### config.mk
export PLATFORM = sky130hd
export DESIGN_NAME = spi_audio_rx
export DESIGN_NICKNAME = d
export VERILOG_FILES = /design/src/rtl/spi_audio_pkg.sv /design/src/rtl/audio_fifo.sv /design/src/rtl/spi_audio_rx.sv
export SDC_FILE = /design/constraint.sdc
export NUM_CORES = 1
export LEC_CHECK = 0
export CAP_MARGIN = 20
export CORE_ASPECT_RATIO = 1.25
export CORE_MARGIN = 2
export CORE_UTILIZATION = 50
export DETAILED_ROUTE_END_ITERATION = 12
export HOLD_SLACK_MARGIN = 0.05
export PLACE_DENSITY = 0.68
export SLEW_MARGIN = 20
export SYNTH_ARGS = -nofsm -noshare
export SYNTH_HDL_FRONTEND = slang
export SYNTH_SLANG_ARGS = --single-unit
### constraint.sdc
create_clock -name clk_25mhz -period 4.65 [get_ports clk_25mhz]
set_input_delay 0.465 -clock clk_25mhz [delete_from_list [all_inputs] [get_ports clk_25mhz]]
set_output_delay 0.465 -clock clk_25mhz [all_outputs]
set_load 0.01 [all_outputs]
### src/rtl/spi_audio_pkg.sv
// rtl/spi_audio_pkg.sv - shared types and SPI mode constants for the audio receiver
package spi_audio_pkg;

    typedef enum logic {
        IDLE      = 1'b0,
        RECEIVING = 1'b1
    } state_t;

    localparam int SPI_MODE0 = 0;
    localparam int SPI_MODE1 = 1;
    localparam int SPI_MODE2 = 2;
    localparam int SPI_MODE3 = 3;

    // Modes 0 and 3 latch data on the rising SCLK edge, modes 1 and 2 on the falling edge.
    function automatic bit sample_on_rising(input int mode);
        return (mode == SPI_MODE0) || (mode == SPI_MODE3);
    endfunction

endpackage

### src/rtl/audio_fifo.sv
// rtl/audio_fifo.sv - first-word-fall-through sample FIFO with drop indication
module audio_fifo #(
    parameter int WIDTH = 17,
    parameter int DEPTH = 8
) (
    input  logic                   clk_25mhz,
    input  logic                   reset,
    input  logic                   push,
    input  logic [WIDTH-1:0]       push_data,
    output logic                   drop,
    output logic                   out_valid,
    input  logic                   out_ready,
    output logic [WIDTH-1:0]       head,
    output logic [$clog2(DEPTH):0] level
);
    localparam int AW = $clog2(DEPTH);

    logic [WIDTH-1:0] mem [DEPTH];
    logic [AW-1:0]    wr_ptr;
    logic [AW-1:0]    rd_ptr;
    logic             full;
    logic             pop;
    logic             accept;

    assign full      = (level == (AW+1)'(DEPTH));
    assign out_valid = (level != '0);
    assign pop       = out_valid && out_ready;
    // A full FIFO still takes the word when the head leaves in the same cycle.
    assign accept    = push && (!full || pop);
    assign drop      = push && full && !pop;
    assign head      = out_valid ? mem[rd_ptr] : '0;

    always_ff @(posedge clk_25mhz or posedge reset) begin
        if (reset) begin
            wr_ptr <= '0;
            rd_ptr <= '0;
            level  <= '0;
        end else begin
            if (accept) wr_ptr <= wr_ptr + 1'b1;
            if (pop)    rd_ptr <= rd_ptr + 1'b1;
            case ({accept, pop})
                2'b10:   level <= level + 1'b1;
                2'b01:   level <= level - 1'b1;
                default: level <= level;
            endcase
        end
    end

    always_ff @(posedge clk_25mhz) begin
        if (accept) mem[wr_ptr] <= push_data;
    end

endmodule

### src/rtl/spi_audio_rx.sv
// rtl/spi_audio_rx.sv - SPI slave that deserialises interleaved audio samples into a FIFO
module spi_audio_rx
    import spi_audio_pkg::*;
#(
    parameter int DATA_W     = 16,
    parameter int NUM_CH     = 2,
    parameter int FIFO_DEPTH = 8,
    parameter int SPI_MODE   = 0,
    parameter int MSB_FIRST  = 1
) (
    input  logic                                   clk_25mhz,
    input  logic                                   reset,
    input  logic                                   sclk_in,
    input  logic                                   mosi_in,
    input  logic                                   active,
    output logic                                   out_valid,
    input  logic                                   out_ready,
    output logic [DATA_W-1:0]                      out_data,
    output logic [((NUM_CH > 1) ? $clog2(NUM_CH) : 1)-1:0] out_ch,
    output logic [$clog2(FIFO_DEPTH):0]            fifo_level,
    output logic                                   overrun,
    output logic                                   frame_err,
    input  logic                                   clear_err
);
    localparam int CH_W  = (NUM_CH > 1) ? $clog2(NUM_CH) : 1;
    localparam int CNT_W = $clog2(DATA_W);
    localparam bit SAMPLE_RISING = sample_on_rising(SPI_MODE);

    logic [1:0] sclk_sync, mosi_sync, active_sync;
    logic       sclk_d, active_d;
    logic       sample_edge, active_rise, active_fall;

    always_ff @(posedge clk_25mhz or posedge reset) begin
        if (reset) begin
            sclk_sync   <= '0;
            mosi_sync   <= '0;
            active_sync <= '0;
            sclk_d      <= 1'b0;
            active_d    <= 1'b0;
        end else begin
            sclk_sync   <= {sclk_sync[0], sclk_in};
            mosi_sync   <= {mosi_sync[0], mosi_in};
            active_sync <= {active_sync[0], active};
            sclk_d      <= sclk_sync[1];
            active_d    <= active_sync[1];
        end
    end

    assign sample_edge = SAMPLE_RISING ? (sclk_sync[1] && !sclk_d) : (!sclk_sync[1] && sclk_d);
    assign active_rise = active_sync[1] && !active_d;
    assign active_fall = !active_sync[1] && active_d;

    state_t             state, state_n;
    logic [CNT_W-1:0]   bit_cnt, bit_cnt_n;
    logic [DATA_W-1:0]  shift_reg, shift_n, shifted;
    logic [CH_W-1:0]    ch_idx, ch_n;
    logic               push, frame_err_set, drop;

    assign shifted = (MSB_FIRST != 0) ? {shift_reg[DATA_W-2:0], mosi_sync[1]}
                                      : {mosi_sync[1], shift_reg[DATA_W-1:1]};

    always_ff @(posedge clk_25mhz or posedge reset) begin
        if (reset) begin
            state     <= IDLE;
            bit_cnt   <= '0;
            shift_reg <= '0;
            ch_idx    <= '0;
        end else begin
            state     <= state_n;
            bit_cnt   <= bit_cnt_n;
            shift_reg <= shift_n;
            ch_idx    <= ch_n;
        end
    end

    always_comb begin
        state_n       = state;
        bit_cnt_n     = bit_cnt;
        shift_n       = shift_reg;
        ch_n          = ch_idx;
        push          = 1'b0;
        frame_err_set = 1'b0;
        case (state)
            IDLE: begin
                if (active_rise) begin
                    state_n   = RECEIVING;
                    bit_cnt_n = '0;
                    shift_n   = '0;
                    ch_n      = '0;
                end
            end
            RECEIVING: begin
                // End of frame takes priority over a coincident sample edge.
                if (active_fall) begin
                    state_n       = IDLE;
                    frame_err_set = (bit_cnt != '0);
                    bit_cnt_n     = '0;
                end else if (sample_edge) begin
                    shift_n = shifted;
                    if (bit_cnt == CNT_W'(DATA_W - 1)) begin
                        push      = 1'b1;
                        bit_cnt_n = '0;
                        ch_n      = (ch_idx == CH_W'(NUM_CH - 1)) ? '0 : ch_idx + 1'b1;
                    end else begin
                        bit_cnt_n = bit_cnt + 1'b1;
                    end
                end
            end
            default: state_n = IDLE;
        endcase
    end

    logic [CH_W+DATA_W-1:0] head;

    audio_fifo #(
        .WIDTH (CH_W + DATA_W),
        .DEPTH (FIFO_DEPTH)
    ) u_fifo (
        .clk_25mhz (clk_25mhz),
        .reset     (reset),
        .push      (push),
        .push_data ({ch_idx, shifted}),
        .drop      (drop),
        .out_valid (out_valid),
        .out_ready (out_ready),
        .head      (head),
        .level     (fifo_level)
    );

    assign out_data = head[DATA_W-1:0];
    assign out_ch   = head[DATA_W +: CH_W];

    always_ff @(posedge clk_25mhz or posedge reset) begin
        if (reset) begin
            overrun   <= 1'b0;
            frame_err <= 1'b0;
        end else begin
            if (drop)           overrun <= 1'b1;
            else if (clear_err) overrun <= 1'b0;
            if (frame_err_set)  frame_err <= 1'b1;
            else if (clear_err) frame_err <= 1'b0;
        end
    end

endmodule

==> key figures, run 1 <==
Outcome
  – Status: finished clean

Setup path
  – R2R depth: 6
  – CP Class: reg -> out
  – CP arrival: 2.87 ns
  – CP Capture Point: out_data[1]
  – FF-to-FF End: u_fifo.mem[7][0]$_DFFE_PP_
  – Req. time, crit path: 4.18 ns
  – Launch point of the worst reg-to-reg path: bit_cnt[1]$_DFFE_PP0P_
  – Startpoint types: flop
  – R2r setup slk: approximately 2.0 ns
  – CP startpoint: u_fifo.rd_ptr[0]$_DFFE_PP0P_
  – Worst Path Max Fanout: 20
  – Kind of end point of the critical path: output port

Route
  – Total number of vias: 3544
  – Detail Route Antenna Nets: 0
  – Initial DRC count: 243
  – DRC: 0
  – Vias per cell: 5.735
  – DR WL/cell: 20.28 um
  – Initial DRT Pass Iterations: 4
  – WL final: around 13000 um

Clocking
  – Clock Tree Root: clkbuf_16
  – Post-CTS Setup Bufs: 0
  – CTS Buf Count: 17
  – CTS sink cnt: 177
  – CTS Buffer Depth: 2
  – Clock latency on the worst-skew pair: 0.42 ns
  – H-tree depth: 4
  – Post-CTS Hold Buffers: 0
  – CTS tree: built
  – Worst-path clk slew: 0.06 ns
  – Post-CTS Resized: 0

Global route
  – Total track usage: 18.53%
  – Remaining global-route overflow: 0
  – Largest net degree at the start of global routing: 42
  – First-pass GRT wire length: 19640 um
  – Antenna violations before repair: 0
  – Vias in the first global route: 3637

Timing
  – Worst Max-Slew Pin Slew: 0.8563 ns
  – RSZ-0062 raised after global routing: no
  – Fmax: around 300 MHz
  – Final Setup Violations: 0
  – Min Clock Period, post-route: 3.336 ns
  – Setup TNS Final: 0 ns
  – Clk_skew: 0.01218 ns
  – Fin. Hold Viols: 0
  – Max Slew Vio Count: 0
  – Slew HR: 42.85%
  – Final worst path period share: 71.74%

Final layout
  – Ratio of cells with drive above 1 in the final layout: 21.67%
  – Max FFs per register: ~140
  – Design area: around 0.0081 mm^2
  – N_diodes: 0
  – Nets: approximately 440
  – Non-Filler Instances: 618
  – P&R area growth vs syn: 15.54%

Power and ir drop
  – Comb power frac: approximately 2.3%
  – Switching power: 0.0006383 W
  – PD cells: just under 400 mW/mm^2
  – Flop pwr share: 55.6%
  – VDD IR max: 0.0002140 V
  – Clock power share: 42.1%
  – Switching Share: between 20% and 30%
  – Lkg Pwr: 2.888 nW
  – Internal: between 0.002 and 0.0025 W
  – Total power: 0.003119 W

Yosys
  – Synthesized area: 0.006988 mm^2
  – Mapped Avg Cell Area: 18.20 um^2
  – FF+latch count, synth: 177
  – Ys Warns: 0
  – Seq/Total Area, Yosys: about three quarters
  – Syn_nets: 398
  – Syn Inst Count: 384
  – Synth unique cells: 46

Worst hold path
  – Hold path cells: 0
  – Hold Crit Class: reg -> reg

Floorplan
  – Core Area: between 0.01 and 0.015 mm^2
  – Die X: 109.7 um
  – Total die area: 0.01494 mm^2
  – Initial Util: 50.81%
  – IO Pins: 31
  – Chip Height: ~140 um
  – Std-Cell Rows: 48

Place
  – Placed Cells: between 500 and 600
  – Placed Instance Area: 0.007530 mm^2
  – PortBufs: 30
  – Gpl congestion: 0.7341
  – Post-DP HPWL: 7467 um

Job
  – # Max-Cap Violations: 0
final cells by class:
cell class | instances | area (um^2)
clock buffer | 19 | 432.9
sequential | 177 | 5111
clock inverter | 13 | 111.4
inverter | 24 | 90.09
timing repair buffer | 43 | 397.9
multi-input combinational | 167 | 1712
fill | 1026 | 5679
tap | 175 | 219.0
cells in the mapped netlist, drive strengths merged:
| library cell | n | area, um^2 |
|---|---|---|
| inv | 24 | 90.09 |
| mux4 | 34 | 765.7 |
| a31oi | 3 | 33.78 |
| a211oi | 1 | 7.510 |
| o21a | 1 | 7.510 |
| o31ai | 1 | 7.510 |
| nor3 | 7 | 46.30 |
| xnor2 | 6 | 52.55 |
| nand3b | 2 | 27.53 |
| nand2b | 5 | 31.28 |
| nor4 | 1 | 6.260 |
| a22o | 16 | 140.1 |
| o21ai | 21 | 105.1 |
| a31o | 2 | 17.52 |
| or3b | 1 | 8.760 |
| nor4b | 1 | 8.760 |
| and3 | 1 | 6.260 |
| mux2 | 3 | 37.53 |
| ha | 7 | 87.58 |
| a21oi | 2 | 13.76 |
| dfrtp | 41 | 1026 |
| clkbuf | 1 | 3.750 |
| a21boi | 1 | 7.510 |
| buf | 15 | 98.84 |
| nand2 | 8 | 32.54 |
| nor2 | 11 | 43.80 |
| o221a | 1 | 11.26 |
| o2bb2ai | 1 | 8.760 |
| nor2b | 2 | 15.02 |
| edfxtp | 136 | 4084 |
| a21o | 1 | 7.510 |
| xor2 | 3 | 26.28 |
| nand3 | 23 | 115.1 |
| o22ai | 1 | 6.260 |
per-stage QoR:
stage               util [%]  setup WS, ns  hold WS, ns
finish                 58.71         1.314       0.3482
global route           58.71         1.098       0.3499
CTS                    58.71         1.224       0.3493
detailed placement     54.75         1.671       0.3355
global placement       54.75         1.665       0.3323
floorplan                  -         1.473       0.3312
worst max-delay path: stages, from the launching register on:
cell and delay [ns]:
dfrtp_2 0.73, buf_4 0.48, mux4_2 0.55, nand3_1 0.09, o21ai_0 0.09, clkdlybuf4s50_1 0.52
per-layer routing:
layer	track usage, %	vias to the layer above	wire, um
met4	6.540	0	155
met1	23.14	1858	5088
li1	-	1596	-
met5	0	-	0
met2	31.96	77	6816
met3	3.883	13	470
worst min path at each step:
stage	startpoint	endpoint
floorplan	active_sync[0]$_DFF_PP0_	active_sync[1]$_DFF_PP0_
global placement	active_sync[0]$_DFF_PP0_	active_sync[1]$_DFF_PP0_
finish	mosi_sync[0]$_DFF_PP0_	mosi_sync[1]$_DFF_PP0_
detailed placement	mosi_sync[0]$_DFF_PP0_	mosi_sync[1]$_DFF_PP0_
CTS	mosi_sync[0]$_DFF_PP0_	mosi_sync[1]$_DFF_PP0_
global route	mosi_sync[0]$_DFF_PP0_	mosi_sync[1]$_DFF_PP0_
logic make-up (layout without fill, tap and decap cells):
logic type,Yosys count,after routing,share of synthesized area [%]
flip-flops,177,177,73.12
AND/OR/NAND/NOR,62,62,4.889
AO/OA/AOI/OAI,52,52,5.354
buffers and inverters,40,99,2.757
multiplexers,37,37,11.49
XOR/XNOR,9,9,1.128
adder cells (fa/ha/maj),7,7,1.253
placed cells by master (no fill, tap or decap), types with 3 or more instances in the layout:
master / synthesis / layout
a22o_1: 16 / 16
buf_4: 1 / 13
clkbuf_16: 0 / 17
clkdlybuf4s50_1: 0 / 30
clkinv_2: 0 / 4
dfrtp_1: 41 / 40
edfxtp_1: 136 / 136
ha_1: 7 / 7
inv_1: 24 / 23
inv_4: 0 / 3
mux4_2: 34 / 34
nand2_1: 7 / 7
nand2b_1: 5 / 5
nand3_1: 23 / 23
nor2_1: 10 / 10
nor3_2: 0 / 4
o21ai_0: 9 / 9
o21ai_1: 12 / 12
xnor2_1: 6 / 6
xor2_1: 3 / 3
power by group through the flow:
stage | clock network [W] | logic, W | registers [W]
2_1_floorplan | 0 | 0.0000557 | 0.00176
3_3_place_gp | 0 | 0.0000714 | 0.00176
3_5_place_dp | 0 | 0.0000735 | 0.00177
4_1_cts | 0.00133 | 0.0000740 | 0.00173
5_1_grt | 0.00140 | 0.0000798 | 0.00174
6_report | 0.00131 | 0.0000723 | 0.00173
Note: power is estimated with default switching activity, not from simulation.
==> inputs of run 2 (changes only) <==
- clock period: 4.65 -> 3.1 ns (I/O delays scaled with it)
==> key figures, run 2 (synthesis gave the netlist of run 1 again) <==
Timing
  – Min Clock Period, post-route: 2.848 ns
  – Final worst path period share: 91.86%
  – Fin. Hold Viols: 0
  – Slew HR: 60.09%
  – Clk_skew: 0.01152 ns
  – RSZ-0062 raised after global routing: no
  – Worst Max-Slew Pin Slew: 0.5978 ns
  – Fmax: between 300 and 400 MHz
  – Max Slew Vio Count: 0
  – Final Setup Violations: 0
  – Setup TNS Final: 0 ns

Clocking
  – CTS Buffer Depth: 2
  – H-tree depth: 4
  – Clock Tree Root: clkbuf_16
  – CTS Buf Count: 17
  – CTS tree: built
  – Post-CTS Resized: 0
  – CTS sink cnt: 177
  – Clock latency on the worst-skew pair: 0.42 ns
  – Worst-path clk slew: 0.06 ns
  – Post-CTS Hold Buffers: 0
  – Post-CTS Setup Bufs: 0

Place
  – Gpl congestion: roughly 0.76
  – Placed Instance Area: 0.007594 mm^2
  – PortBufs: 30
  – Placed Cells: 590
  – Post-DP HPWL: roughly 7700 um

Setup path
  – Worst Path Max Fanout: 18
  – Req. time, crit path: approximately 2.8 ns
  – R2r setup slk: 0.53 ns
  – Kind of end point of the critical path: output port
  – Startpoint types: flop
  – CP arrival: 2.54 ns
  – CP Class: reg -> out
  – R2R depth: 11

Route
  – WL final: 13180 um
  – DR WL/cell: 21.19 um
  – Vias per cell: 5.746
  – Total number of vias: ~3600
  – DRC: 0
  – Detail Route Antenna Nets: 0
  – Initial DRT Pass Iterations: 5
  – Initial DRC count: 266

Global route
  – Antenna violations before repair: 0
  – GRT met2 Usage: 33.85%
  – GR peak layer: met2
  – Met3 global-route usage: under 10%
  – Vias in the first global route: 3777
  – Total track usage: 19.57%
  – Remaining global-route overflow: 0
  – First-pass GRT wire length: 20850 um
  – Met1 GRT Util: between 20% and 30%
  – Largest net degree at the start of global routing: 35

Final layout
  – Most common cell after layout, fill and taps aside: edfxtp_1
  – Sequential cell area: about 0.0051 mm^2
  – Non-Filler Instances: 622
  – N_diodes: 0
  – Utilization after layout: 59.22%
  – # fillers: 992
  – Design area: 0.008145 mm^2
  – Nets: 448
  – Most frequent cells in the layout: edfxtp_1, dfrtp_1, mux4_2
  – P&R area growth vs syn: 16.56%
  – Max FFs per register: between 100 and 150
  – Area of the multi-input gates: 0.001720 mm^2
  – Ratio of cells with drive above 1 in the final layout: 22.37%

Floorplan
  – Chip Height: about 140 um
  – Initial Util: 50.81%
  – Std-Cell Rows: 48
  – IO Pins: 31
  – Core Area: 0.01375 mm^2
  – Total die area: 0.01494 mm^2
  – Die X: approximately 110 um

Power and ir drop
  – Lkg Pwr: 2.911 nW
  – PD cells: around 570 mW/mm^2
  – VDD IR max: 0.0003528 V

Worst hold path
  – Hold Crit Class: in -> async

Outcome
  – Status: finished clean

Job
  – # Max-Cap Violations: 0
## run 2: final cells by class
cell class	count	share of cell area (%)
Clock buffer	23	6.114
Clock inverter	9	0.6605
Inverter	24	1.106
Multi-Input combinational cell	167	21.12
Sequential cell	177	62.75
Tap cell	175	2.688
Timing Repair Buffer	47	5.561
## run 2: routing by layer
metal | share of wire [%] | wire (um)
met1 | 40 | 5312
met2 | 54 | 7151
met3 | 4.0 | 522
met4 | 1.5 | 194
met5 | 0 | 0
## run 2: worst paths after layout
check,startpoint,to
min in group clk_25mhz,active,active_sync[0]$_DFF_PP0_
max in group asynchronous,reset,shift_reg[0]$_DFFE_PP0P_
setup / recovery,u_fifo.rd_ptr[0]$_DFFE_PP0P_,out_data[6]
hold / removal,reset,overrun$_DFFE_PP0P_
setup reg to reg,bit_cnt[0]$_DFFE_PP0P_,u_fifo.level[2]$_DFFE_PP0P_
hold reg to reg,active_sync[0]$_DFF_PP0_,active_sync[1]$_DFF_PP0_
## run 2: critical path, cell delays in order (launching register included)
cell	delay [ns]
dfrtp_2	0.58
buf_12	0.25
mux4_2	0.54
nand3_1	0.09
o21ai_0	0.14
clkdlybuf4s50_1	0.52
## run 2: metrics by stage
step	hold slack [ns]	total power [W]	setup slack, ns
6_report	0.2870	0.004670	0.2525
3_3_place_gp	0.3330	0.002760	0.6239
3_5_place_dp	0.3347	0.002765	0.5408
5_1_grt	0.3272	0.004815	0.1017
2_1_floorplan	0.3312	0.002716	0.3526
4_1_cts	0.3153	0.004702	0.1811
## run 2: power breakdown
group | leakage [nW] | switching [W] | internal [W]
registers | 1.80 | 0.0000350 | 0.00256
clock network | 0.266 | 0.000830 | 0.00112
logic | 0.846 | 0.0000648 | 0.0000515
total | 2.91 | 0.000930 | 0.00374
